===== config.mk =====
export PLATFORM = sky130hd
export DESIGN_NAME = shift_add_multiplier
export DESIGN_NICKNAME = d
export VERILOG_FILES = /design/src/rtl/shift_add_multiplier_pkg.sv /design/src/rtl/shift_add_multiplier_datapath.sv /design/src/rtl/shift_add_multiplier.sv
export SDC_FILE = /design/constraint.sdc
export NUM_CORES = 1
export LEC_CHECK = 0
export CELL_PAD_IN_SITES_DETAIL_PLACEMENT = 1
export CELL_PAD_IN_SITES_GLOBAL_PLACEMENT = 2
export CORE_UTILIZATION = 29
export CTS_BUF_LIST = sky130_fd_sc_hd__clkbuf_4
export DETAILED_ROUTE_END_ITERATION = 8
export GPL_TIMING_DRIVEN = 0
export HOLD_SLACK_MARGIN = 0.08
export PLACE_DENSITY = 0.89
export SLEW_MARGIN = 0
export SYNTH_ARGS = -nofsm -noshare
export SYNTH_HDL_FRONTEND = slang
export SYNTH_SLANG_ARGS = --single-unit

===== constraint.sdc =====
create_clock -name clk -period 2.35 [get_ports clk]
set_input_delay 0.5875 -clock clk [delete_from_list [all_inputs] [get_ports clk]]
set_output_delay 0.5875 -clock clk [all_outputs]
set_load 0.01 [all_outputs]

===== src/rtl/shift_add_multiplier_pkg.sv =====
// Shared definitions for the shift-and-add multiplier: default operand width
// and FSM state encoding.
package shift_add_multiplier_pkg;

    localparam int MULT_WIDTH = 32;

    typedef enum logic [1:0] {
        ST_IDLE = 2'b00,
        ST_CALC = 2'b01,
        ST_DONE = 2'b10
    } state_e;

endpackage


===== src/rtl/shift_add_multiplier_datapath.sv =====
// Datapath for the radix-2 shift-and-add multiplier: multiplicand register,
// partial-product register with carry bit, adder/shifter, iteration counter, result register.
module mult_datapath
    import shift_add_multiplier_pkg::*;
#(
    parameter int WIDTH = MULT_WIDTH
) (
    input  logic               clk,
    input  logic               rst,
    input  logic               load,
    input  logic               step,
    input  logic               latch,
    input  logic [WIDTH-1:0]   op_a,
    input  logic [WIDTH-1:0]   op_b,
    output logic               last,
    output logic [2*WIDTH-1:0] result
);

    localparam int CNT_W = $clog2(WIDTH);

    logic [WIDTH-1:0]   mcand_q, mcand_d;
    logic [2*WIDTH:0]   p_q, p_d;
    logic [CNT_W-1:0]   cnt_q, cnt_d;
    logic [2*WIDTH-1:0] result_q, result_d;
    logic [WIDTH:0]     sum;

    always_comb begin
        sum = {1'b0, p_q[2*WIDTH-1:WIDTH]} + {1'b0, mcand_q};
        // NOTE: every _d takes its hold value first so no path can infer a latch.
        mcand_d  = mcand_q;
        p_d      = p_q;
        cnt_d    = cnt_q;
        result_d = result_q;
        if (load) begin
            mcand_d = op_a;
            p_d     = {{(WIDTH+1){1'b0}}, op_b};
            cnt_d   = '0;
        end else if (step) begin
            // Add into the upper half and shift right in one cycle; carry lands in the top product bit.
            p_d   = {1'b0, (p_q[0] ? sum : p_q[2*WIDTH:WIDTH]), p_q[WIDTH-1:1]};
            cnt_d = cnt_q + CNT_W'(1);
            if (latch) begin
                result_d = p_d[2*WIDTH-1:0];
            end
        end
    end

    always_ff @(posedge clk) begin
        // NOTE: state registers use non-blocking assignments so all flops update from pre-edge values.
        if (rst) begin
            mcand_q  <= '0;
            p_q      <= '0;
            cnt_q    <= '0;
            result_q <= '0;
        end else begin
            mcand_q  <= mcand_d;
            p_q      <= p_d;
            cnt_q    <= cnt_d;
            result_q <= result_d;
        end
    end

    assign last   = (cnt_q == CNT_W'(WIDTH-1));
    assign result = result_q;

endmodule


===== src/rtl/shift_add_multiplier.sv =====
// Sequential unsigned WIDTH x WIDTH multiplier with start/busy/done handshake;
// this level holds the control FSM, the datapath does the arithmetic.
module shift_add_multiplier
    import shift_add_multiplier_pkg::*;
#(
    parameter int WIDTH = MULT_WIDTH
) (
    input  logic               clk,
    input  logic               rst,
    input  logic               start,
    input  logic [WIDTH-1:0]   opA,
    input  logic [WIDTH-1:0]   opB,
    output logic               busy,
    output logic               done,
    output logic [2*WIDTH-1:0] result
);

    state_e state_q, state_d;
    logic   busy_q, busy_d;
    logic   done_q, done_d;
    logic   load, step, latch, last;

    always_comb begin
        state_d = state_q;
        load    = 1'b0;
        step    = 1'b0;
        latch   = 1'b0;
        unique case (state_q)
            ST_IDLE: begin
                if (start) begin
                    load    = 1'b1;
                    state_d = ST_CALC;
                end
            end
            ST_CALC: begin
                step = 1'b1;
                if (last) begin
                    latch   = 1'b1;
                    state_d = ST_DONE;
                end
            end
            ST_DONE: state_d = ST_IDLE;
            default: state_d = ST_IDLE;
        endcase
        // Outputs decoded from the next state so they are registered alongside it.
        busy_d = (state_d == ST_CALC) || (state_d == ST_DONE);
        done_d = (state_d == ST_DONE);
    end

    always_ff @(posedge clk) begin
        if (rst) begin
            state_q <= ST_IDLE;
            busy_q  <= 1'b0;
            done_q  <= 1'b0;
        end else begin
            state_q <= state_d;
            busy_q  <= busy_d;
            done_q  <= done_d;
        end
    end

    mult_datapath #(.WIDTH(WIDTH)) u_datapath (
        .clk    (clk),
        .rst    (rst),
        .load   (load),
        .step   (step),
        .latch  (latch),
        .op_a   (opA),
        .op_b   (opB),
        .last   (last),
        .result (result)
    );

    assign busy = busy_q;
    assign done = done_q;

endmodule

== Word-level counts from Yosys, hierarchy flattened ==
Cells that the tools add are included.

* Add/subtract/negate cells: 2
* Equal/unequal tests: 4
* Mux-type cells: 11
* Bitwise operators: 1
* Reductions and logical operators: 5

{| class="wikitable"
|+ Operators with widths
! operator !! count
|-
| 32-bit 2-to-1 mux || 2
|-
| 32-bit by 32-bit adder with 33-bit output || 1
|-
| 33-bit 2-to-1 mux || 1
|-
| 5-bit by 1-bit adder with 5-bit output, second input constant || 1
|-
| 5-bit equality test, second input constant || 1
|-
| 1-bit 2-to-1 mux || 5
|-
| 2-bit by 1-bit equality test with 1-bit output, second input constant || 2
|-
| 2-bit 2-to-1 mux || 2
|-
| 2-bit case mux with 2 select lines || 1
|-
| 3-bit AND reduction || 1
|-
| 2-bit equality test, second input constant || 1
|-
| 2-bit zero test || 1
|-
| 2-bit nonzero test || 1
|-
| 2-bit OR reduction || 1
|-
| 1-bit logical OR || 1
|-
| 1-bit NOT || 1
|}

* Bits in registers: 169
* Input port bits: 67
* Output and inout bits: 66
* Word-level logic and storage cells: 31

== Depth between registers and ports, before layout ==
Gate-level depths: netlist of run 1.

* Depth after elaboration: 5
* Mapped depth: 10
* Mapped depth without buffers: 10

== Hierarchy ==
Synthesis of run 1 repeated with hierarchy kept, for this count alone.

* Cells, all modules: 982
* Area, all modules: 8,336.7 um^2

{| class="wikitable"
|+ By module, submodules not included
! module !! instances !! cells each !! area an instance (um^2) !! seq. area each (um^2)
|-
| mult_datapath || 1 || 966 || 8,152.8 || 3,303.2
|-
| shift_add_multiplier || 1 || 16 || 183.9 || 80.1
|}

== Least setup slack after synthesis of run 1 ==
OpenSTA, ideal clock, no wires.

* Path kind: register to register
* Start point: register u_datapath.p_q[50]
* End point: register u_datapath.result_q[62], in the netlist u_datapath.result[62]
* Library setup time: 0.088 ns
* Arrival: 2.347 ns
* Data required time: 2.262 ns
* Setup slack: -0.085 ns
* Cell stages (with the launch flop): 11
* Buffers on the path: 1
* Period minus slack after synthesis: 2.435 ns
* Cells stage by stage: dfxtp_1 -> ha_1 -> buf_2 -> a21oi_1 -> o21ai_1 -> a21oi_1 -> o21ai_1 -> a311o_1 -> a21oi_1 -> mux2_2 -> a311oi_2

* Longest elaborated chain between the ends: 2

{| class="wikitable"
|+ Ends and longest elaborated chain
! element !! line !! source
|-
| start, declared || shift_add_multiplier_datapath.sv:22 || <nowiki>logic [2*WIDTH:0] p_q, p_d;</nowiki>
|-
| start signal, assigned || shift_add_multiplier_datapath.sv:57 || <nowiki>p_q <= p_d;</nowiki>
|-
| 32-bit by 32-bit adder with 33-bit output || shift_add_multiplier_datapath.sv:28 || <nowiki>sum = {1'b0, p_q[2*WIDTH-1:WIDTH]} + {1'b0, mcand_q};</nowiki>
|-
| 33-bit 2-to-1 mux || shift_add_multiplier_datapath.sv:40 || <nowiki>p_d = {1'b0, (p_q[0] ? sum : p_q[2*WIDTH:WIDTH]), p_q[WIDTH-1:1]};</nowiki>
|-
| end signal, assigned || shift_add_multiplier_datapath.sv:59 || <nowiki>result_q <= result_d;</nowiki>
|-
| end, declared || shift_add_multiplier_datapath.sv:24 || <nowiki>logic [2*WIDTH-1:0] result_q, result_d;</nowiki>
|}

No other way between the ends.
A chain may end at the register's enable or synchronous reset.

== Worst setup path after layout of run 1 ==
* Start point: register u_datapath.mcand_q[0]
* End point: register u_datapath.result_q[59], in the netlist u_datapath.result[59]

* Longest elaborated chain between the ends: 2

{| class="wikitable"
|+ Ends and longest elaborated chain
! element !! line !! source
|-
| start, declared || shift_add_multiplier_datapath.sv:21 || <nowiki>logic [WIDTH-1:0] mcand_q, mcand_d;</nowiki>
|-
| start signal, assigned || shift_add_multiplier_datapath.sv:56 || <nowiki>mcand_q <= mcand_d;</nowiki>
|-
| 32-bit by 32-bit adder with 33-bit output || shift_add_multiplier_datapath.sv:28 ||
|-
| 33-bit 2-to-1 mux || shift_add_multiplier_datapath.sv:40 ||
|}

No other way between the ends.

==> flow_summary.ini, run 1 <==
[synthesis]
synth_cells = 1111
syn_nets = 1214
synthTopCellsByArea = dfxtp_1 (40%), a21oi_1 (8.9%), nor2_1 (7.4%)
ys_ff_latch = 169
synthDominantCellAreaShare_pct = 40.0
synth_edf_count = 0
ys_types = 62
syn_avg_cell_area_um2 = 7.62
synth_ff_type = dfxtp_1
syn_area_um2 = 8470
yosys_warnings = 0
yosysSeqAreaShare_pct = 40.0
synthArstFlopShare_pct = 0
yosys.area.top_type = dfxtp_1

[power]
p_leak_nw = 4.11
clkPwrFrac_pct = 31.9
switching_share_pct = 34.9
switchingPower_mw = 2.12
p_int_mw = 3.96
pwr-share-seq_pct = 50.8
peakVddDrop_mv = 0.243
p_comb_share_pct = 17.3
powerDensity_nw_per_um2 = 531

[layout]
fill_cells = 3480
fin_util_pct = 39.9
multi_input_area_um2 = 5250
syn2layout_area_growth_pct = 35.3
register_area_um2 = 3430
fin_nets = 1379
fin_cells = 1674
drive_above_1_share_pct = 16.4
mostFrequentLayoutCells = nor2_1 (163), nand2_1 (163), dfxtp_1 (140)
postLayoutCellArea_um2 = 11500

[worst_setup_path]
r2r_slack_ns = -0.29
cp_slowest_cell = o31a_1
cp-startpoint = u_datapath.mcand_q[0]$_SDFFE_PP0P_
crit_path_max_fanout = 3
critical_path_class = register to register
cp_cell_sequence = ha_4 > fa_2 > a21o_1 > nand4_1 > a21oi_4 > o31a_1 > o2111ai_2 > nand3_1 > a31oi_2 > a211oi_2
critical_path.max_stage_delay_ns = 0.40
ff2ff_path_depth = 10
end_kind = register
worstPathArrival_ns = 3.14
r2r_start = u_datapath.mcand_q[0]$_SDFFE_PP0P_
crit-reg2reg-capture = u_datapath.result[59]$_SDFFE_PP0P_
cp-start-kind = register
worstPathRequired_ns = 2.85
setup.worst_path.end = u_datapath.result[59]$_SDFFE_PP0P_

[sta]
hold_viol = 0
fin_crit_sh_pct = 112
slew_violations = 0
max_freq_mhz = 379
fin_ws_ns = -0.289
fin_skew_ns = 0.0393
tightest_slew_ns = 0.876
rsz0062_at_grt = yes
period_minus_slack_ns = 2.64
setup_violations = 41
slew_headroom_pct = 41.6

[global_routing]
grt_max_degree = 22
grt_overflow = 0
grt_use_total_pct = 20.5
grt_pass1_wl_mm = 48.4
antenna_found_initial = 1
grt_pass1_vias = 8951

[route]
wl_per_cell_um = 18.3
drc = 0
drtIter0Drc = 389
dr_total_vias = 8550
vias_per_cell = 5.11
wl_mm = 30.6
firstDrtPassIters = 5
ant_nets = 0

[place]
dp_slack_ns = -0.452
place_congestion = 0.871
dp.cells = 1626
hpwlAfterDp_mm = 22.0
io_buffers = 131
placed_area_um2 = 10300

[clocking]
clock_sinks = 169
cts_buffers = 17
clock_path_buffers = 2
insertion_delay_ns = 0.66
ctsHoldBuffers = 0
path_clk_slew_ns = 0.22
tritoncts = yes
h-tree-depth = 4
root_buffer = clkbuf_4

[floorplanning]
row_count = 62
dieArea_um2 = 29900
core-area_um2 = 28700
die_h_um = 173
die_w_um = 173
initial_utilization_pct = 29.5
io_pins = 133

[min_path]
holdCritPathClass = register to register

[run]
maxCapViolCount = 0

[outcome]
outcome = finished with violations
violations = negative setup slack
-- per-stage QoR --
stage	hold WS [ns]	power, mW	TNS [ns]
3_5_place_dp	0.452	4.07	-30.71
2_1_floorplan	0.440	3.70	0
3_3_place_gp	0.445	4.04	-27.13
4_1_cts	0.451	6.08	-4.64
5_1_grt	0.459	6.36	-10.13
6_report	0.463	6.08	-5.73
-- flip-flops by register name, summed over array words and instances (netlist names) --
signal              cells
busy                    1
done                    1
state_q                 2
u_datapath.cnt_q        5
u_datapath.mcand_q     32
u_datapath.p_q         64
u_datapath.result      64
-- cell type report --
type,count,area share (%)
antenna,1,0.0218
buffer,74,2.87
clock buffer,17,1.11
clock inverter,15,1.89
inverter,41,1.36
multi-input combinational,821,45.8
sequential,169,29.9
tap,384,4.19
timing repair buffer,152,12.9
-- power groups by stage --
stage,clock (mW),combinational [mW],sequential [mW]
2_1_floorplan,0,0.597,3.10
3_3_place_gp,0,0.911,3.13
5_1_grt,2.09,1.16,3.11
6_report,1.94,1.05,3.09
4_1_cts,1.97,1.02,3.09
3_5_place_dp,0,0.935,3.14
-- synth_stat cells (all sizes together) (2+ instances only) --
| master | number |
|---|---|
| dfxtp | 169 |
| nor2 | 167 |
| nand2 | 166 |
| a21oi | 153 |
| clkbuf | 60 |
| nor3 | 44 |
| inv | 41 |
| o21ai | 40 |
| a211oi | 39 |
| ha | 35 |
| buf | 20 |
| a21o | 16 |
| mux2i | 13 |
| xnor2 | 13 |
| nand3 | 12 |
| nor2b | 12 |
| o211ai | 11 |
| a31oi | 10 |
| or3 | 10 |
| nand2b | 9 |
| nand4 | 8 |
| xor2 | 8 |
| o21a | 7 |
| a311oi | 6 |
| and2 | 5 |
| and3 | 5 |
| a221oi | 4 |
| a41oi | 4 |
| o2111ai | 4 |
| o22ai | 3 |
| o21bai | 2 |
-- routing by layer --
layer	GRT usage (%)	vias up	share of wire, %
met2	35.1	172	48
met3	3.21	59	3.5
met4	7.74	0	2.6
met5	0	-	0
met1	25.8	4161	46
li1	-	4158	-
-- worst min-delay path by stage --
stage | slack, ns | cells after the start | from | end
3_3_place_gp | 0.45 | 2 | u_datapath.result[1]$_SDFFE_PP0P_ | u_datapath.result[1]$_SDFFE_PP0P_
6_report | 0.46 | 2 | u_datapath.p_q[25]$_SDFFE_PP0P_ | u_datapath.result[24]$_SDFFE_PP0P_
3_5_place_dp | 0.45 | 2 | u_datapath.result[20]$_SDFFE_PP0P_ | u_datapath.result[20]$_SDFFE_PP0P_
4_1_cts | 0.45 | 3 | opA[5] | u_datapath.mcand_q[5]$_SDFFE_PP0P_
2_1_floorplan | 0.44 | 2 | u_datapath.mcand_q[0]$_SDFFE_PP0P_ | u_datapath.mcand_q[0]$_SDFFE_PP0P_
5_1_grt | 0.46 | 3 | opA[8] | u_datapath.mcand_q[8]$_SDFFE_PP0P_
-- worst max-delay path: cells and delay by family (launching register included) --
kind	cells	cell delay [ns]
compound gates	6	1.32
fa+ha+maj	2	0.50
flops	1	0.37
simple gates	2	0.30
-- timing repair --
item                                    4_1_cts  5_1_grt
hold endpoints to repair                      0        0
gates cloned                                  0        0
gates resized for setup                     124       62
endpoints found under the setup margin       94       95
setup buffers                                18        4
pin swaps                                    57       31
-- cells by family (layout without fill, tap and decap cells) --
kind of cell	count (synthesis)	count (layout)	share of synthesized area, %
buffers and inverters	121	299	5.69
adder cells (fa/ha/maj)	36	36	5.41
AO/OA/AOI/OAI	309	309	23.0
flip-flops	169	169	40.0
multiplexers	14	14	1.67
other	0	1	0
AND/OR/NAND/NOR	441	441	22.1
XOR/XNOR	21	21	2.17
Power figures use the tool's default switching activity.
==> run 2: changes to the inputs <==
--- a/config.mk
+++ b/config.mk
@@ -10,6 +10,7 @@
 export CORE_UTILIZATION = 29
 export CTS_BUF_LIST = sky130_fd_sc_hd__clkbuf_4
 export DETAILED_ROUTE_END_ITERATION = 8
+export GPL_ROUTABILITY_DRIVEN = 0
 export GPL_TIMING_DRIVEN = 0
 export HOLD_SLACK_MARGIN = 0.08
 export PLACE_DENSITY = 0.89
==> results of run 2 <==
Final layout, timing and power as in run 1 (identical DEF).
